--- src/rtl/gfx_sched_pkg.sv ---
// Shared types and constants for the G10k command scheduler.
// The optional vblank deferral is enabled by defining GFX_SCHED_VBL_DEFER_EN.
package gfx_sched_pkg;

    localparam int CMD_W     = 24;
    localparam int DEFER_BIT = 23;
    localparam int DEF_DEPTH = 8;
    localparam int DEF_GAP   = 4;

    typedef enum logic [1:0] {
        ST_IDLE,
        ST_WAIT_VBL,
        ST_ISSUE,
        ST_GAP
    } sched_state_t;

endpackage

--- src/rtl/gfx_cmd_fifo.sv ---
// Command FIFO: registered full/empty/level, head word visible combinationally.
// Flush clears everything and overrides a same-cycle push.
module gfx_cmd_fifo
    import gfx_sched_pkg::*;
#(
    parameter int DEPTH = DEF_DEPTH,
    parameter int W     = CMD_W
) (
    input  logic         clk,
    input  logic         rst,
    input  logic         i_push,
    input  logic         i_pop,
    input  logic         i_flush,
    input  logic [W-1:0] i_din,
    output logic [W-1:0] o_head,
    output logic         o_full,
    output logic         o_empty,
    output logic [4:0]   o_level
);

    localparam int AW = $clog2(DEPTH);

    logic [W-1:0]  r_mem [DEPTH];
    logic [AW-1:0] r_wr_ptr;
    logic [AW-1:0] r_rd_ptr;
    logic [4:0]    r_level;
    logic          r_full;
    logic          r_empty;
    logic          w_wr;
    logic          w_rd;
    logic [4:0]    w_level_nxt;

    // Full is the registered flag, so a push is refused even when a pop lands on the same edge.
    assign w_wr = i_push && !r_full && !i_flush;
    assign w_rd = i_pop && !r_empty && !i_flush;

    always_comb begin
        w_level_nxt = r_level;
        if (i_flush)
            w_level_nxt = '0;
        else if (w_wr && !w_rd)
            w_level_nxt = r_level + 5'd1;
        else if (w_rd && !w_wr)
            w_level_nxt = r_level - 5'd1;
    end

    always_ff @(posedge clk or posedge rst) begin
        if (rst) begin
            r_wr_ptr <= '0;
            r_rd_ptr <= '0;
            r_level  <= '0;
            r_full   <= 1'b0;
            r_empty  <= 1'b1;
        end else begin
            if (i_flush) begin
                r_wr_ptr <= '0;
                r_rd_ptr <= '0;
            end else begin
                if (w_wr)
                    r_wr_ptr <= r_wr_ptr + 1'b1;
                if (w_rd)
                    r_rd_ptr <= r_rd_ptr + 1'b1;
            end
            r_level <= w_level_nxt;
            r_full  <= (w_level_nxt == 5'(DEPTH));
            r_empty <= (w_level_nxt == 5'd0);
        end
    end

    always_ff @(posedge clk) begin
        if (w_wr)
            r_mem[r_wr_ptr] <= i_din;
    end

    assign o_head  = r_mem[r_rd_ptr];
    assign o_full  = r_full;
    assign o_empty = r_empty;
    assign o_level = r_level;

endmodule

--- src/rtl/gfx_cmd_scheduler.sv ---
// Issues queued CPU graphics commands downstream with a fixed gap, holding while busy.
// Define GFX_SCHED_VBL_DEFER_EN to hold DEFER-flagged commands until vertical blanking.
module gfx_cmd_scheduler
    import gfx_sched_pkg::*;
#(
    parameter int DEPTH = DEF_DEPTH,
    parameter int GAP   = DEF_GAP
) (
    input  logic              clk,
    input  logic              rst,
    input  logic [CMD_W-1:0]  cmd_in,
    input  logic              cmd_valid,
    input  logic              flush,
    input  logic              vblank,
    input  logic              dn_busy,
    output logic [CMD_W-1:0]  out_cmd,
    output logic              out_start,
    output logic              full,
    output logic              empty,
    output logic [4:0]        level,
    output logic              ovf_irq,
    output logic              drain_irq
);

    sched_state_t     r_state;
    logic [3:0]       r_gap_cnt;
    logic [CMD_W-1:0] r_out_cmd;
    logic             r_out_start;
    logic             r_ovf;
    logic             r_drain;
    logic [CMD_W-1:0] w_head;
    logic             w_full;
    logic             w_empty;
    logic [4:0]       w_level;
    logic             w_can_issue;
    logic             w_issue;

    gfx_cmd_fifo #(
        .DEPTH (DEPTH),
        .W     (CMD_W)
    ) u_fifo (
        .clk     (clk),
        .rst     (rst),
        .i_push  (cmd_valid),
        .i_pop   (w_issue),
        .i_flush (flush),
        .i_din   (cmd_in),
        .o_head  (w_head),
        .o_full  (w_full),
        .o_empty (w_empty),
        .o_level (w_level)
    );

`ifdef GFX_SCHED_VBL_DEFER_EN
    logic r_vbl;

    // vblank is registered once, so a rise sampled at edge M releases the head at edge M+1.
    always_ff @(posedge clk or posedge rst) begin
        if (rst)
            r_vbl <= 1'b0;
        else
            r_vbl <= vblank;
    end

    assign w_can_issue = !w_head[DEFER_BIT] || r_vbl;
`else
    logic w_unused;
    assign w_unused    = ^{vblank, w_head[DEFER_BIT]};
    assign w_can_issue = 1'b1;
`endif

    assign w_issue = ((r_state == ST_IDLE) || (r_state == ST_WAIT_VBL)) &&
                     !w_empty && !dn_busy && !flush && w_can_issue;

    always_ff @(posedge clk or posedge rst) begin
        if (rst) begin
            r_state     <= ST_IDLE;
            r_gap_cnt   <= '0;
            r_out_cmd   <= '0;
            r_out_start <= 1'b0;
            r_ovf       <= 1'b0;
            r_drain     <= 1'b0;
        end else begin
            r_out_start <= w_issue;
            r_drain     <= w_issue && (w_level == 5'd1);
            r_ovf       <= cmd_valid && w_full;
            if (w_issue)
                r_out_cmd <= w_head;
            case (r_state)
                ST_IDLE: begin
                    if (w_issue)
                        r_state <= ST_ISSUE;
`ifdef GFX_SCHED_VBL_DEFER_EN
                    else if (!w_empty && !dn_busy && !flush)
                        r_state <= ST_WAIT_VBL;
`endif
                end
`ifdef GFX_SCHED_VBL_DEFER_EN
                ST_WAIT_VBL: begin
                    if (flush)
                        r_state <= ST_IDLE;
                    else if (w_issue)
                        r_state <= ST_ISSUE;
                end
`endif
                ST_ISSUE: begin
                    r_state   <= ST_GAP;
                    r_gap_cnt <= 4'(GAP - 1);
                end
                ST_GAP: begin
                    if (r_gap_cnt == 4'd0)
                        r_state <= ST_IDLE;
                    else
                        r_gap_cnt <= r_gap_cnt - 4'd1;
                end
                default: r_state <= ST_IDLE;
            endcase
        end
    end

    assign out_cmd   = r_out_cmd;
    assign out_start = r_out_start;
    assign full      = w_full;
    assign empty     = w_empty;
    assign level     = w_level;
    assign ovf_irq   = r_ovf;
    assign drain_irq = r_drain;

endmodule
--- config.mk ---
export PLATFORM = sky130hd
export DESIGN_NAME = gfx_cmd_scheduler
export DESIGN_NICKNAME = d
export VERILOG_FILES = /design/src/rtl/gfx_sched_pkg.sv /design/src/rtl/gfx_cmd_fifo.sv /design/src/rtl/gfx_cmd_scheduler.sv
export SDC_FILE = /design/constraint.sdc
export NUM_CORES = 1
export LEC_CHECK = 0
export CORE_ASPECT_RATIO = 0.8
export CORE_MARGIN = 2
export CORE_UTILIZATION = 53
export DETAILED_ROUTE_END_ITERATION = 16
export PLACE_DENSITY = 0.76
export SETUP_SLACK_MARGIN = 0.3
export SLEW_MARGIN = 30
export SYNTH_ARGS = -nofsm -noshare
export SYNTH_HDL_FRONTEND = slang
export SYNTH_SLANG_ARGS = --single-unit
--- constraint.sdc ---
create_clock -name clk -period 3.1 [get_ports clk]
set_input_delay 0.62 -clock clk [delete_from_list [all_inputs] [get_ports clk]]
set_output_delay 0.62 -clock clk [all_outputs]
set_load 0.02 [all_outputs]
Word-level counts from Yosys, hierarchy flattened --
Memory sizes are Yosys's and may differ from the RTL's. A register that Yosys moved wholly into a read port is not among the register bits. Index checks and enable logic that the tools add are counted. W data, S select, Z words.
Word-level totals: latch bits 0, bits in writable memories 192, register bits after elaboration 22, memories kept 1, ROM bits 0
Memories:
- u_fifo.r_mem | words 8, width 24, rd ports 1, clocked after Yosys merged registers in 1, wr ports 1, line gfx_cmd_fifo.sv:23 | logic [W-1:0] r_mem [DEPTH];
Cells by class: equal/unequal tests 8, divide/modulo/power cells 0, magnitude comparators 0, shifts and indexed selects 0, multipliers 0, multiplexer cells 14, reduce and logical (&&, ||, !) cells 26, bitwise gates (word level) 0, $add $sub $neg 5
Operators by type and width (count):
- $mux W5 | 3
- $mux W3 | 4
- $logic_and A1 B1 Y1 | 11
- $pmux W4 S2 | 1
- $add A3 B1 Y3 const B | 2
- $logic_not A1 Y1 | 6
- $pmux W2 S3 | 1
- $reduce_bool A2 Y1 | 3
- $add A5 B1 Y5 const B | 1
- $eq A5 B1 Y1 const B | 1
- $eq A5 B4 Y1 const B | 1
- $logic_not A5 Y1 | 1
- $sub A5 B1 Y5 const B | 1
- $eq A2 B2 Y1 const B | 2
- $logic_not A4 Y1 | 1
- $mux W2 | 2
- $mux W4 | 1
- $ne A2 B2 Y1 const B | 2
- $reduce_and A2 Y1 | 2
- $sub A4 B1 Y4 const B | 1
- $eq A2 B1 Y1 const B | 1
- $logic_not A2 Y1 | 1
- $mux W1 | 2
- $ne A2 B1 Y1 const B | 1
- $logic_or A1 B1 Y1 | 1

Depth between registers and ports, before layout --
depth after elaboration 12, mapped depth 7, gate-level depth less buffers 7

By module --
From an unflattened synthesis, not the netlist that was laid out.
Unflattened totals: cell total of the unflattened synthesis 459, area total of the unflattened synthesis 9377.7 um^2
Modules (own cells, without submodules):
- gfx_cmd_fifo | area each 8072.7 um^2, instances 1, cells each 373
- gfx_cmd_scheduler | area each 1305.0 um^2, instances 1, cells each 86

Worst setup path after synthesis --
Ideal clock, no wire load.
path type input-to-reg, start point in flush, end point mem u_fifo.r_mem[0][0] in the netlist's numbering (enable), buffers on the path 1, arrival 2814 ps, path slack -149 ps, stages 3, cell sequence buf_6 -> or3_1 -> nor3_1
On the way: word-level cells in the longest chain between the ends 4
Ends and longest elaborated chain:
- start, declared | line gfx_cmd_scheduler.sv:13 | input logic flush,
- $logic_not A1 Y1 | line gfx_cmd_fifo.sv:34 | assign w_wr = i_push && !r_full && !i_flush;
- $logic_and A1 B1 Y1 | line gfx_cmd_fifo.sv:34
- $mux W1 | line gfx_cmd_fifo.sv:71 | if (w_wr)
- $mux W1 (implied by the code) | line gfx_cmd_fifo.sv:72 | r_mem[r_wr_ptr] <= i_din;
- end, declared | line gfx_cmd_fifo.sv:23
Every way passes these cells.

Final worst setup path --
start point reg u_fifo.r_level[2] (netlist: u_fifo.o_level[2]), end point out level[2]
RTL lines:
- start, declared | line gfx_cmd_fifo.sv:26 | logic [4:0] r_level;
- start signal, assigned | line gfx_cmd_fifo.sv:64 | r_level <= w_level_nxt;
- end, declared | line gfx_cmd_scheduler.sv:20 | output logic [4:0] level,
No word-level cell between the ends.

==> impl_results.md <==
* Outcome: complete, no violations
* Met2 WL at 8390 um
* Setup CP Type: reg2out
* Fin crit period at 2.28 ns
* Fin Setup TNS at 0 ns
* P&R area growth vs syn at 20.2%
* Critical Path End Type: output port
* Syn_nets at 520
* Clk_lat worst skew at 0.50 ns
* Num ports at 64
* DR WL/cell at 20.9 um
* CTS Buffer Depth at 3
* PortBufs at 62
* CP max FO at 7
* First-pass GRT wire length at 26600 um
* Post-synthesis average cell area at 19.0 um2
* CP max-delay cell: clkdlybuf4s50_1
* FF+latch count, synth at 238
* Row Count at 43
* Register area share after synthesis at 75.2%
* Synth top area cells: edfxtp_1 (63%), dfrtp_1 (12%), mux4_2 (12%), mux2i_1 (2.7%), nand2_1 (1.5%)
* Max Used Layer: met4
* CTS sink cnt at 238
* CTS tree: built
* 1st-pass router iterations at 4
* Mapped cell area at 0.00920 mm2
* Vias per cell at 5.70
* CP bufs+invs at 1
* Most area-hungry cell type in the Yosys netlist: edfxtp_1
* Share of layout cells above drive strength 1 at 23.1%
* Clock slew seen by the registers of the worst setup and hold paths at 0.06 ns
* Largest net degree at the start of global routing at 39
* Max H-tree Level at 1
* Peak VDD IR at 0.000458 V
* Mapped Cells at 484
* Nets at 612
* RSZ-0062 raised after global routing: false
* Vias in the first global route at 4718
* Max Cap Viol at 0
* Antenna cells at 0
* Post-DP HPWL at 10400 um
* Cell Chain, Critical Path: clkdlybuf4s50_1
* Slew headroom at 54.9%
* Post-layout util at 64.5%
* Remaining antenna violation count at 0
* Starting Density at 53.6%
* Final Setup Violations at 0
* Post-CTS Setup Repair Bufs at 0
* Final Hold Fails at 0
* GP Congestion at 0.832
* Die W at 151 um
* DRC violations left at 0
* Setup crit start kind: register
* Via count at 4672
* Met3 wire length at 840 um
* WP data required at 2.48 ns
* Worst min-delay path class: reg2reg
* Post-synth cell types at 44
* Yosys top cell area share at 62.7%
* CP max stage delay at 0.66 ns
* Core Area at 0.0172 mm2
* Most numerous cell in the Yosys netlist: edfxtp_1
* Tcrit/Tclk final at 73.4%
* WL final at 17100 um
* FFs w/ async S/R, synth at 19.3%
* Main synth FF type: edfxtp_1
* GRT Total Usage at 19.4%
* Hold-fix buffers, CTS at 0
* Clock root cell: clkbuf_16
* Met1 WL at 7530 um
* Post-synth top cells: edfxtp_1 (192), mux4_2 (48), dfrtp_1 (45), nand2_1 (36), o21ai_0 (27)
* Cts repair resizes at 0
* Grt ovf at 0
* Post-synth EDFFs at 192
* Clock Skew at 0.0133 ns
* Worst Max-Slew Pin Slew at 0.676 ns
* Leak at 3.71 nW
* Initial drt markers at 417
* Slew Viols, Final at 0
* DIE AREA at 0.0184 mm2
* PD cells at 723 mW/mm2
* Die H at 122 um
* CP delay by family, top: buffers and inverters
* Initial antenna violation count at 0
* Worst Hold Margin at 0.481 ns
* TritonCTS buffer count at 24
* WP data arrival at 1.66 ns
* Synth Warn # at 0
* Max Fclk at 0.440 GHz
-- report_power, final --
part           switching, mW  total (mW)  leakage (nW)  internal [mW]
registers              0.198        3.90          2.32           3.70
logic                  0.652        1.29          1.01          0.642
clock network           1.14        2.80         0.390           1.66
-- cells in the final DEF (no fill, tap or decap), types with 4 or more instances in the layout --
master and instances:
a21oi_1 5, edfxtp_1 192, o21ai_0 27, clkinv_2 6, clkbuf_8 4, clkdlybuf4s50_1 62
dfrtp_1 43, ha_1 6, nand3_1 5, mux2i_1 25, clkbuf_16 25, xnor2_1 6
buf_4 26, nor2_1 10, nand2_1 36, nor2_2 6, mux4_2 48, inv_1 8
-- worst reg2reg max path, cell delays in order, from the launching register on --
cell     delay (ns)
dfrtp_1        0.48
or4_4          0.61
inv_1          0.21
nand3_1        0.13
a21o_1         0.18
a31oi_1        0.27
nor3b_2        0.09
-- area by class of cell --
class	instances	area [um2]
clock buffer	31	688
clock inverter	13	109
fill	1129	6100
inverter	9	33.8
multi-input combinational	213	2170
sequential	238	6920
tap	225	282
timing repair buffer	90	856
-- layer usage --
layer / up-vias / GRT usage [%]
met3: 30 / 3.60
li1: 2096 / -
met2: 115 / 31.6
met4: 0 / 4.03
met5: - / 0
met1: 2431 / 28.1
-- through the flow --
step	setup WS (ns)	total power [mW]	cells	area [um2]
after floorplan	0.493	4.69	484	9210
after global placement	0.418	5.21	775	10300
after detailed placement	0.349	5.27	775	10300
after CTS	0.811	8.07	819	11100
after global routing	0.772	8.33	819	11100
final	0.825	8.00	819	11100
-- cell families after synthesis --
group	Yosys count	share of synthesized area, %
AOI/OAI and AO/OA	42	2.53
muxes	73	14.5
buffers and inverters	33	1.62
xor gates and xnor gates	8	0.762
adders and majority gates	6	0.816
DFF	238	75.2
and+or+nand+nor	84	4.61
-- sequential cells by signal, indices dropped and copies added, names as in the netlist --
| name | cells |
|---|---|
| out_start | 1 |
| u_fifo.o_full | 1 |
| u_fifo.r_wr_ptr | 3 |
| out_cmd | 24 |
| u_fifo.r_mem | 192 |
| r_state | 2 |
| drain_irq | 1 |
| ovf_irq | 1 |
| u_fifo.r_rd_ptr | 3 |
| u_fifo.o_empty | 1 |
| r_gap_cnt | 4 |
| u_fifo.o_level | 5 |
-- path summary, 6_finish.rpt --
path	end	from	slack [ns]	cells past startpoint
worst max-delay path	level[2]	u_fifo.o_level[2]$_DFF_PP0_	0.82	1
worst min-delay path	out_cmd[3]$_DFFE_PP0P_	out_cmd[3]$_DFFE_PP0P_	0.48	2
worst max register to register	u_fifo.o_full$_DFF_PP0_	r_state[1]$_DFFE_PP0P_	1.01	6
worst min register to register	out_cmd[3]$_DFFE_PP0P_	out_cmd[3]$_DFFE_PP0P_	0.48	2
max in group asynchronous	out_cmd[12]$_DFFE_PP0P_	rst	1.95	3
min in group asynchronous	r_gap_cnt[3]$_DFFE_PP0P_	rst	0.54	2
No activity file was read; power rests on OpenSTA's default activity.
